===== config.mk =====
export PLATFORM = sky130hd
export DESIGN_NAME = trace_align_flat
export DESIGN_NICKNAME = d
export VERILOG_FILES = /design/src/rtl/trace_align_if.sv /design/src/rtl/trace_align.sv /design/src/flat_wrapper.sv
export SDC_FILE = /design/constraint.sdc
export NUM_CORES = 1
export LEC_CHECK = 0
export ABC_CLOCK_PERIOD_IN_PS = 9000
export BUFFER_PORTS_ARGS = -buffer_cell sky130_fd_sc_hd__buf_2
export CAP_MARGIN = 20
export CORE_UTILIZATION = 43
export DETAILED_ROUTE_END_ITERATION = 16
export PLACE_DENSITY = 0.71
export SETUP_SLACK_MARGIN = 0.5
export SLEW_MARGIN = 10
export SYNTH_ARGS = -nofsm -noshare
export SYNTH_HDL_FRONTEND = slang
export SYNTH_SLANG_ARGS = --single-unit

===== constraint.sdc =====
create_clock -name clk -period 9 [get_ports clk]
set_clock_uncertainty 0.1 [all_clocks]
set_input_delay 0.9 -clock clk [delete_from_list [all_inputs] [get_ports clk]]
set_output_delay 0.9 -clock clk [all_outputs]
set_load 0.02 [all_outputs]

===== src/rtl/trace_align_if.sv =====
// rtl/trace_align_if.sv - issue/completion/flush inputs and retire-record outputs of trace_align
interface trace_align_if #(
  parameter int DEPTH = 4
);
  localparam int AW = $clog2(DEPTH);

  logic        i_valid;
  logic        i_ready;
  logic [31:0] i_pc;
  logic [31:0] i_inst;

  logic        c_valid;
  logic        c_rdv;
  logic [4:0]  c_rd;
  logic [31:0] c_data;
  logic        c_pcv;
  logic [31:0] c_pc;

  logic        flush;

  logic        valid;
  logic [31:0] pc;
  logic [31:0] inst;
  logic        rdv;
  logic [4:0]  rd_x;
  logic [31:0] rd_data;
  logic        pcv;
  logic [31:0] pc_x;
  logic [AW:0] count;
  logic        err;

  // Core/testbench side: drives issue, completion and flush; observes records.
  modport master (
    output i_valid, i_pc, i_inst,
    output c_valid, c_rdv, c_rd, c_data, c_pcv, c_pc,
    output flush,
    input  i_ready,
    input  valid, pc, inst, rdv, rd_x, rd_data, pcv, pc_x, count, err
  );

  // Aligner side.
  modport slave (
    input  i_valid, i_pc, i_inst,
    input  c_valid, c_rdv, c_rd, c_data, c_pcv, c_pc,
    input  flush,
    output i_ready,
    output valid, pc, inst, rdv, rd_x, rd_data, pcv, pc_x, count, err
  );
endinterface


===== src/rtl/trace_align.sv =====
// rtl/trace_align.sv - in-order retirement aligner pairing issued instructions with completions (optional TRACE_ALIGN_CHECK_EN destination check)
module trace_align #(
  parameter int DEPTH = 4
) (
  input  logic         clk,
  input  logic         reset,
  trace_align_if.slave bus
);
  localparam int AW = $clog2(DEPTH);
  localparam logic [AW:0] FULL_COUNT = (AW + 1)'(DEPTH);

  logic [31:0] pc_mem   [DEPTH];
  logic [31:0] inst_mem [DEPTH];

  logic [AW-1:0] wptr_q, wptr_d;
  logic [AW-1:0] rptr_q, rptr_d;
  logic [AW:0]   count_q, count_d;
  logic          err_q, err_d;

  logic          valid_q, valid_d;
  logic [31:0]   pc_q, pc_d;
  logic [31:0]   inst_q, inst_d;
  logic          rdv_q, rdv_d;
  logic [4:0]    rd_x_q, rd_x_d;
  logic [31:0]   rd_data_q, rd_data_d;
  logic          pcv_q, pcv_d;
  logic [31:0]   pc_x_q, pc_x_d;

  logic          empty, full;
  logic          pop, bypass, underflow, push, emit, mem_we;
  logic [31:0]   rec_pc, rec_inst;

  // Classify this cycle's events; an issue meeting a completion on an empty
  // queue is consumed directly instead of being queued.
  always_comb begin
    empty     = (count_q == '0);
    full      = (count_q == FULL_COUNT);
    pop       = bus.c_valid & ~empty;
    bypass    = bus.c_valid & empty & bus.i_valid;
    underflow = bus.c_valid & empty & ~bus.i_valid;
    push      = bus.i_valid & ~full & ~bypass;
    emit      = pop | bypass;
    mem_we    = push & ~bus.flush;
    rec_pc    = pop ? pc_mem[rptr_q]   : bus.i_pc;
    rec_inst  = pop ? inst_mem[rptr_q] : bus.i_inst;
  end

  // Next-state: flush wins over everything; record strobes default low.
  always_comb begin
    wptr_d    = wptr_q;
    rptr_d    = rptr_q;
    count_d   = count_q;
    err_d     = err_q;
    valid_d   = 1'b0;
    pc_d      = pc_q;
    inst_d    = inst_q;
    rdv_d     = 1'b0;
    rd_x_d    = rd_x_q;
    rd_data_d = rd_data_q;
    pcv_d     = 1'b0;
    pc_x_d    = pc_x_q;
    if (bus.flush) begin
      wptr_d  = '0;
      rptr_d  = '0;
      count_d = '0;
    end else begin
      if (push) wptr_d = wptr_q + 1'b1;
      if (pop)  rptr_d = rptr_q + 1'b1;
      if (push && !pop)      count_d = count_q + 1'b1;
      else if (pop && !push) count_d = count_q - 1'b1;
      if (underflow) err_d = 1'b1;
      if (emit) begin
        valid_d   = 1'b1;
        pc_d      = rec_pc;
        inst_d    = rec_inst;
        rdv_d     = bus.c_rdv & (bus.c_rd != 5'd0);
        rd_x_d    = bus.c_rd;
        rd_data_d = bus.c_data;
        pcv_d     = bus.c_pcv;
        pc_x_d    = bus.c_pc;
`ifdef TRACE_ALIGN_CHECK_EN
        if (bus.c_rdv && (bus.c_rd != rec_inst[11:7])) err_d = 1'b1;
`endif
      end
    end
  end

  // Issue queue storage; contents need no reset since count gates every read.
  always_ff @(posedge clk) begin
    if (mem_we) begin
      pc_mem[wptr_q]   <= bus.i_pc;
      inst_mem[wptr_q] <= bus.i_inst;
    end
  end

  // Control state and registered retire record.
  always_ff @(posedge clk or negedge reset) begin
    if (!reset) begin
      wptr_q    <= '0;
      rptr_q    <= '0;
      count_q   <= '0;
      err_q     <= 1'b0;
      valid_q   <= 1'b0;
      pc_q      <= '0;
      inst_q    <= '0;
      rdv_q     <= 1'b0;
      rd_x_q    <= '0;
      rd_data_q <= '0;
      pcv_q     <= 1'b0;
      pc_x_q    <= '0;
    end else begin
      wptr_q    <= wptr_d;
      rptr_q    <= rptr_d;
      count_q   <= count_d;
      err_q     <= err_d;
      valid_q   <= valid_d;
      pc_q      <= pc_d;
      inst_q    <= inst_d;
      rdv_q     <= rdv_d;
      rd_x_q    <= rd_x_d;
      rd_data_q <= rd_data_d;
      pcv_q     <= pcv_d;
      pc_x_q    <= pc_x_d;
    end
  end

  assign bus.i_ready = ~full;
  assign bus.valid   = valid_q;
  assign bus.pc      = pc_q;
  assign bus.inst    = inst_q;
  assign bus.rdv     = rdv_q;
  assign bus.rd_x    = rd_x_q;
  assign bus.rd_data = rd_data_q;
  assign bus.pcv     = pcv_q;
  assign bus.pc_x    = pc_x_q;
  assign bus.count   = count_q;
  assign bus.err     = err_q;
endmodule

===== src/flat_wrapper.sv =====
// flat-port wrapper written by rule: the top's interface ports become plain ports
module trace_align_flat 
#(
  parameter int DEPTH = 4
)
  (clk, reset, bus_i_valid, bus_i_pc, bus_i_inst, bus_c_valid, bus_c_rdv, bus_c_rd, bus_c_data, bus_c_pcv, bus_c_pc, bus_flush, bus_i_ready, bus_valid, bus_pc, bus_inst, bus_rdv, bus_rd_x, bus_rd_data, bus_pcv, bus_pc_x, bus_count, bus_err);
  trace_align_if #(.DEPTH(DEPTH)) bus_i ();
  input  logic clk;
  input  logic reset;
  input wire logic [$bits(bus_i.i_valid)-1:0] bus_i_valid;
  input wire logic [$bits(bus_i.i_pc)-1:0] bus_i_pc;
  input wire logic [$bits(bus_i.i_inst)-1:0] bus_i_inst;
  input wire logic [$bits(bus_i.c_valid)-1:0] bus_c_valid;
  input wire logic [$bits(bus_i.c_rdv)-1:0] bus_c_rdv;
  input wire logic [$bits(bus_i.c_rd)-1:0] bus_c_rd;
  input wire logic [$bits(bus_i.c_data)-1:0] bus_c_data;
  input wire logic [$bits(bus_i.c_pcv)-1:0] bus_c_pcv;
  input wire logic [$bits(bus_i.c_pc)-1:0] bus_c_pc;
  input wire logic [$bits(bus_i.flush)-1:0] bus_flush;
  output wire logic [$bits(bus_i.i_ready)-1:0] bus_i_ready;
  output wire logic [$bits(bus_i.valid)-1:0] bus_valid;
  output wire logic [$bits(bus_i.pc)-1:0] bus_pc;
  output wire logic [$bits(bus_i.inst)-1:0] bus_inst;
  output wire logic [$bits(bus_i.rdv)-1:0] bus_rdv;
  output wire logic [$bits(bus_i.rd_x)-1:0] bus_rd_x;
  output wire logic [$bits(bus_i.rd_data)-1:0] bus_rd_data;
  output wire logic [$bits(bus_i.pcv)-1:0] bus_pcv;
  output wire logic [$bits(bus_i.pc_x)-1:0] bus_pc_x;
  output wire logic [$bits(bus_i.count)-1:0] bus_count;
  output wire logic [$bits(bus_i.err)-1:0] bus_err;
  assign bus_i.i_valid = bus_i_valid;
  assign bus_i.i_pc = bus_i_pc;
  assign bus_i.i_inst = bus_i_inst;
  assign bus_i.c_valid = bus_c_valid;
  assign bus_i.c_rdv = bus_c_rdv;
  assign bus_i.c_rd = bus_c_rd;
  assign bus_i.c_data = bus_c_data;
  assign bus_i.c_pcv = bus_c_pcv;
  assign bus_i.c_pc = bus_c_pc;
  assign bus_i.flush = bus_flush;
  assign bus_i_ready = bus_i.i_ready;
  assign bus_valid = bus_i.valid;
  assign bus_pc = bus_i.pc;
  assign bus_inst = bus_i.inst;
  assign bus_rdv = bus_i.rdv;
  assign bus_rd_x = bus_i.rd_x;
  assign bus_rd_data = bus_i.rd_data;
  assign bus_pcv = bus_i.pcv;
  assign bus_pc_x = bus_i.pc_x;
  assign bus_count = bus_i.count;
  assign bus_err = bus_i.err;
  trace_align #(.DEPTH(DEPTH)) u_core (.clk(clk), .reset(reset), .bus(bus_i));
endmodule

## Word level (Yosys, flattened, before mapping)

Memories as Yosys holds them, arrays and structs flattened.
Index checks and enable logic that the tools add are counted.

- Reductions and logical operators: 11
- Mux-type cells: 17
- Bitwise operators: 14
- Add/sub/neg operators: 4
- Equal/unequal tests: 1

Operators by type and width:

| operator | count |
|---|---|
| two-way mux 32 bit | 2 |
| two-way mux 3 bit | 3 |
| bitwise AND 1 bit | 8 |
| two-way mux 1 bit | 8 |
| two-way mux 2 bit | 4 |
| NOT 1 bit | 5 |
| nonzero test 5 bit | 1 |
| adder 2 x 1 -> 2 bit, second input constant | 2 |
| AND reduction 2 bit | 2 |
| nonzero test 2 bit | 2 |
| adder 3 x 1 -> 3 bit, second input constant | 1 |
| == test 3 bit, second input constant | 1 |
| logical NOT 3 bit | 1 |
| nonzero test 3 bit | 1 |
| subtractor 3 x 1 -> 3 bit, second input constant | 1 |
| logical AND 1 bit | 2 |
| logical NOT 1 bit | 2 |
| bitwise OR 1 bit | 1 |

- Flip-flop bits (word level): 144
- Memories: 2
- RAM bits: 256
- Input port bits: 140

Memories:

| memory | depth | bits a word | rd ports | clocked after memory_dff | write ports | line | source |
|---|---|---|---|---|---|---|---|
| u_core.inst_mem | 4 | 32 | 1 | 0 | 1 | trace_align.sv:13 | `logic [31:0] inst_mem [DEPTH];` |
| u_core.pc_mem | 4 | 32 | 1 | 0 | 1 | trace_align.sv:12 | `logic [31:0] pc_mem [DEPTH];` |

## Longest topological paths before layout

- Depth in word-level cells: 10
- Mapped depth: 9
- Depth with buffers taken out: 7

## Least setup slack after synthesis

Ideal clock, no wire load.

- Kind: input to register
- Start: input bus_i_valid
- End: memory u_core.inst_mem[0][0], enable pin
- Buffers on the path: 1
- Data required time: 8,471 ps
- Path slack: 5,373 ps
- Cell stages on the path: 4
- Arrival time: 3,098 ps
- Setup time: 429 ps
- Path through: clkbuf_1 > o31ai_1 > nor2_1 > and2_1

- Cells in the longest elaborated chain, start to end: 6

Ends and longest elaborated chain:

| what | line | source |
|---|---|---|
| from (decl) | flat_wrapper.sv:10 | `input wire logic [$bits(bus_i.i_valid)-1:0] bus_i_valid;` |
| bitwise AND 1 bit | trace_align.sv:39 | `bypass = bus.c_valid & empty & bus.i_valid;` |
| NOT 1 bit | trace_align.sv:41 | `push = bus.i_valid & ~full & ~bypass;` |
| bitwise AND 1 bit (*) | trace_align.sv:41 |  |
| bitwise AND 1 bit (*) | trace_align.sv:43 | `mem_we = push & ~bus.flush;` |
| two-way mux 1 bit (*) | trace_align.sv:90 | `if (mem_we) begin` |
| two-way mux 1 bit (implied by the code) (*) | trace_align.sv:92 | `inst_mem[wptr_q] <= bus.i_inst;` |
| to (decl) | trace_align.sv:13 |  |

Mark *: on every way between the ends. The rest lies on a longest branch, timed or not.

## Worst setup path after layout

- Start: input bus_c_valid
- End: register u_core.pc_q[26] (netlist: u_core.bus.pc[26])

- Cells in the longest elaborated chain, start to end: 4

Ends and longest elaborated chain:

| what | line | source |
|---|---|---|
| from (decl) | flat_wrapper.sv:13 | `input wire logic [$bits(bus_i.c_valid)-1:0] bus_c_valid;` |
| bitwise AND 1 bit (2 in series) | trace_align.sv:39 |  |
| bitwise OR 1 bit | trace_align.sv:42 | `emit = pop \| bypass;` |
| AND reduction 2 bit (no source line) | n/a |  |
| to (signal assigned) | trace_align.sv:117 | `pc_q <= pc_d;` |
| to (decl) | trace_align.sv:21 | `logic [31:0] pc_q, pc_d;` |

Parallel ways exist; a longest one is shown, timed or not.
A chain may end at the register's enable or synchronous reset.

==> summary.txt <==
Outcome
  – Status: completed

Synth
  – Largest family of logic cells by synthesized area: multiplexers
  – Post-Synth Simple-Gate Area: 0.0933
  – Compound-Gate Fraction of Synth Area: 0.0327
  – Post-synth EDFFs: 256
  – Ys flop type: edfxtp_1
  – Register area share after synthesis: 0.753
  – Post-synthesis xor/xnor area fraction: 0.00292
  – Asr flop ratio synth: 0.360
  – Synth cell count leaders: edfxtp_1, nand2_1, dfrtp_1, nor2_1, o22ai_1
  – FF+latch count, synth: 400
  – Synth area leaders: edfxtp_1, dfrtp_1, mux4_2
  – Synthesized Nets: 1117
  – Synth Area in Adders: 0.00468
  – Mux cell area share after synthesis: 0.0968
  – Avg Inst Size Synth: 15.4 um^2
  – Synth area leader: edfxtp_1
  – Cells after Synth: 972
  – Synth cell types: 33
  – Post-synth top area share: 0.513
  – Most numerous cell in the Yosys netlist: edfxtp_1
  – Yosys warnings: 0
  – Cell area after synthesis: 15000 um^2

Clocking
  – Post-CTS sizing: 0
  – CTS tree: done
  – Cts hold-fix bufs: 0
  – CTS Root Cell: clkbuf_16
  – Clk_lat worst skew: 520 ps
  – Num CTS Buffers: 40
  – Clock tree buffer depth: 3
  – CTS H-Tree Depth: 2
  – Post-CTS setup buffer count: 0
  – Reg clk slew, reported paths: 60 ps
  – CTS Sinks: 400

Floorplanning
  – Die ar.: 35600 um^2
  – # rows: 68
  – Core Region: 34500 um^2
  – Die width: 189 um
  – Die H: 189 um
  – I/O pins: 281
  – Initial Utilization: 0.435

Setup path
  – Slowest cell on crit path: buf_4
  – CP cell instances: buf_2 > nor2b_1 > o21ai_4 > buf_4 > inv_4 > buf_4 > o22ai_1 > nor2_1
  – Max incr delay on CP: 870 ps
  – Critical path launch point type: primary input
  – Worst Setup End Kind: flop
  – Worst reg2reg endpoint: u_core.bus.pc[26]
  – Most frequent CP cell: buf_4
  – Critical Path RT: 9340 ps
  – Worst setup path category: primary input to flop
  – Reg-to-reg slack, setup: 5660 ps
  – R2R depth: 7
  – Worst reg2reg path startpoint: u_core.bus.count[1]
  – Critical-path maximum fanout: 92
  – CP arrival: 3690 ps

Pwr
  – Max VDD drop: 0.187 mV
  – Pwr dens: 307 nW/um^2
  – Gate power share: 0.258
  – Sw power: 0.00176 W
  – Sequential fraction of design power: 0.455
  – Cell internal pwr: 0.00380 W
  – Tot Pwr: 0.00556 W
  – Switching share of power: 0.316
  – LEAKAGE: 7.20 nW
  – Clock power share: 0.286

STA
  – Worst slew pin tran: 1080 ps
  – Slew margin rel.: 0.278
  – Final setup violating endpoints: 0
  – Max Freq: 298 MHz
  – Final slew viol count: 0
  – Tcrit/Tclk final: 0.373
  – Tmin final: 3350 ps
  – Setup TNS: 0 ps
  – Final Hold Vio Count: 0
  – RSZ-0062 raised after global routing: no

Global route
  – Largest net degree at the start of global routing: 93
  – GRT busiest layer: met2
  – Initial antenna violation count: 5
  – Number of global-route vias before repair: 9172
  – First-pass GRT wire length: 51.1 mm
  – GR Layer Usage met2: 0.300
  – GRT Util Overall: 0.184
  – Total overflow reported by the global router: 0
  – Grt met3 use: 0.0384
  – M1 GR Usage: 0.252

Placement
  – Port Buffers: 280
  – Final weighted congestion of routability-driven global placement: 0.772
  – HPWL after detailed placement: 18.6 mm

Hold path
  – HP Class: primary input to async pin

Routing
  – First DRT Iteration DRCs: 587
  – Antenna viol nets, final: 0
  – Number of vias per cell: 5.16
  – Vias after detailed routing: 8946
  – Drt total wl: 32.9 mm
  – DRC violation count after routing: 0
  – Drt wl/cell: 18.9 um
  – First drt pass iteration count: 7

Cells and area
  – Sequential cell area: 11300 um^2
  – Final nets: 1393
  – Layout cells sized above 1: 0.326
  – ANT cells: 0
  – Layout area overhead: 20.7%
  – Multi-input gate area: 3470 um^2
  – Fill count: 2871

Flow run
  – Maxcap violations: 0
## state kept, by name (all words and copies together), names as in the netlist, 3 cells and up
name / flops
u_core.bus.inst: 32
u_core.bus.rd_x: 5
u_core.bus.rd_data: 32
u_core.bus.pc_x: 32
u_core.inst_mem: 128
u_core.bus.count: 3
u_core.pc_mem: 128
u_core.bus.pc: 32
## logic make-up (layout without fill, tap and decap cells)
family / Yosys count / in the layout
AO/OA/AOI/OAI: 76 / 76
buffers and inverters: 58 / 365
XOR/XNOR: 5 / 5
flip-flops: 400 / 400
AND/OR/NAND/NOR: 363 / 363
multiplexers: 65 / 65
adder cells (fa/ha/maj): 5 / 5
## worst max-delay path by stage
stage                        startpoint                    end  cells after the start  slack (ps)
global route                bus_c_valid      u_core.bus.pc[26]                      8        5380
finish                      bus_c_valid      u_core.bus.pc[26]                      8        5650
detailed placement          bus_c_valid      u_core.bus.pc[26]                      8        5110
CTS                 u_core.bus.count[1]      u_core.bus.pc[26]                      7        5640
global placement            bus_c_valid    u_core.bus.inst[13]                      8        5190
floorplan                   bus_i_valid  u_core.inst_mem[0][0]                      4        5370
## through the flow
stage          instance area, um^2  setup slack, ps  hold WS, ps  instances  utilization
2_1_floorplan                15000             5370          442        972            -
3_3_place_gp                 16800             5190          354       1660        0.488
3_5_place_dp                 16800             5110          356       1660        0.488
4_1_cts                      18100             5640          322       1733        0.524
5_1_grt                      18100             5380          347       1734        0.525
6_report                     18100             5650          312       1734        0.525
## routing by layer
| metal | up-vias | wire, um |
|---|---|---|
| met5 | - | 83 |
| met4 | 8 | 549 |
| met3 | 62 | 1830 |
| met2 | 272 | 16200 |
| met1 | 4518 | 14200 |
| li1 | 4086 | - |
## worst max-delay path, delay by kind of cell
kind	cells	cell delay, ps
buf+inv	4	1920
compound gates	2	260
simple gates	2	520
## cells in the final DEF (no fill, tap or decap), drive strengths merged
master | synthesis | final
clkbuf | 26 | 59
inv | 5 | 7
a211oi | 2 | 2
nand4b | 1 | 1
and2 | 5 | 5
nand2b | 1 | 1
a31oi | 1 | 1
nand2 | 211 | 211
nor3b | 1 | 1
fa | 1 | 1
nand3 | 1 | 1
xnor2 | 2 | 2
edfxtp | 256 | 256
nor2 | 139 | 139
mux2i | 1 | 1
clkinvlp | 0 | 1
o21ai | 3 | 3
or4 | 1 | 1
o22ai | 65 | 65
o32ai | 1 | 1
mux4 | 64 | 64
xor2 | 3 | 3
clkinv | 0 | 9
ha | 4 | 4
or2 | 1 | 1
o211a | 1 | 1
a21oi | 2 | 2
bufinv | 0 | 2
o31ai | 1 | 1
or3 | 1 | 1
dfrtp | 144 | 144
nor2b | 1 | 1
buf | 27 | 287
## cell type report
class	instances	area share
Clock buffer	59	0.0621
Clock inverter	14	0.00706
Inverter	5	0.00118
Multi-Input combinational cell	514	0.192
Sequential cell	400	0.625
Tap cell	455	0.0315
Timing Repair Buffer	287	0.0818
## power by group through the flow
stage | registers, W | clock network [W] | logic (W)
2_1_floorplan | 0.00280 | 0 | 0.000689
3_3_place_gp | 0.00255 | 0 | 0.00143
3_5_place_dp | 0.00256 | 0 | 0.00146
4_1_cts | 0.00254 | 0.00163 | 0.00146
5_1_grt | 0.00257 | 0.00169 | 0.00156
6_report | 0.00253 | 0.00159 | 0.00144
(Power assumes the default switching activity.)
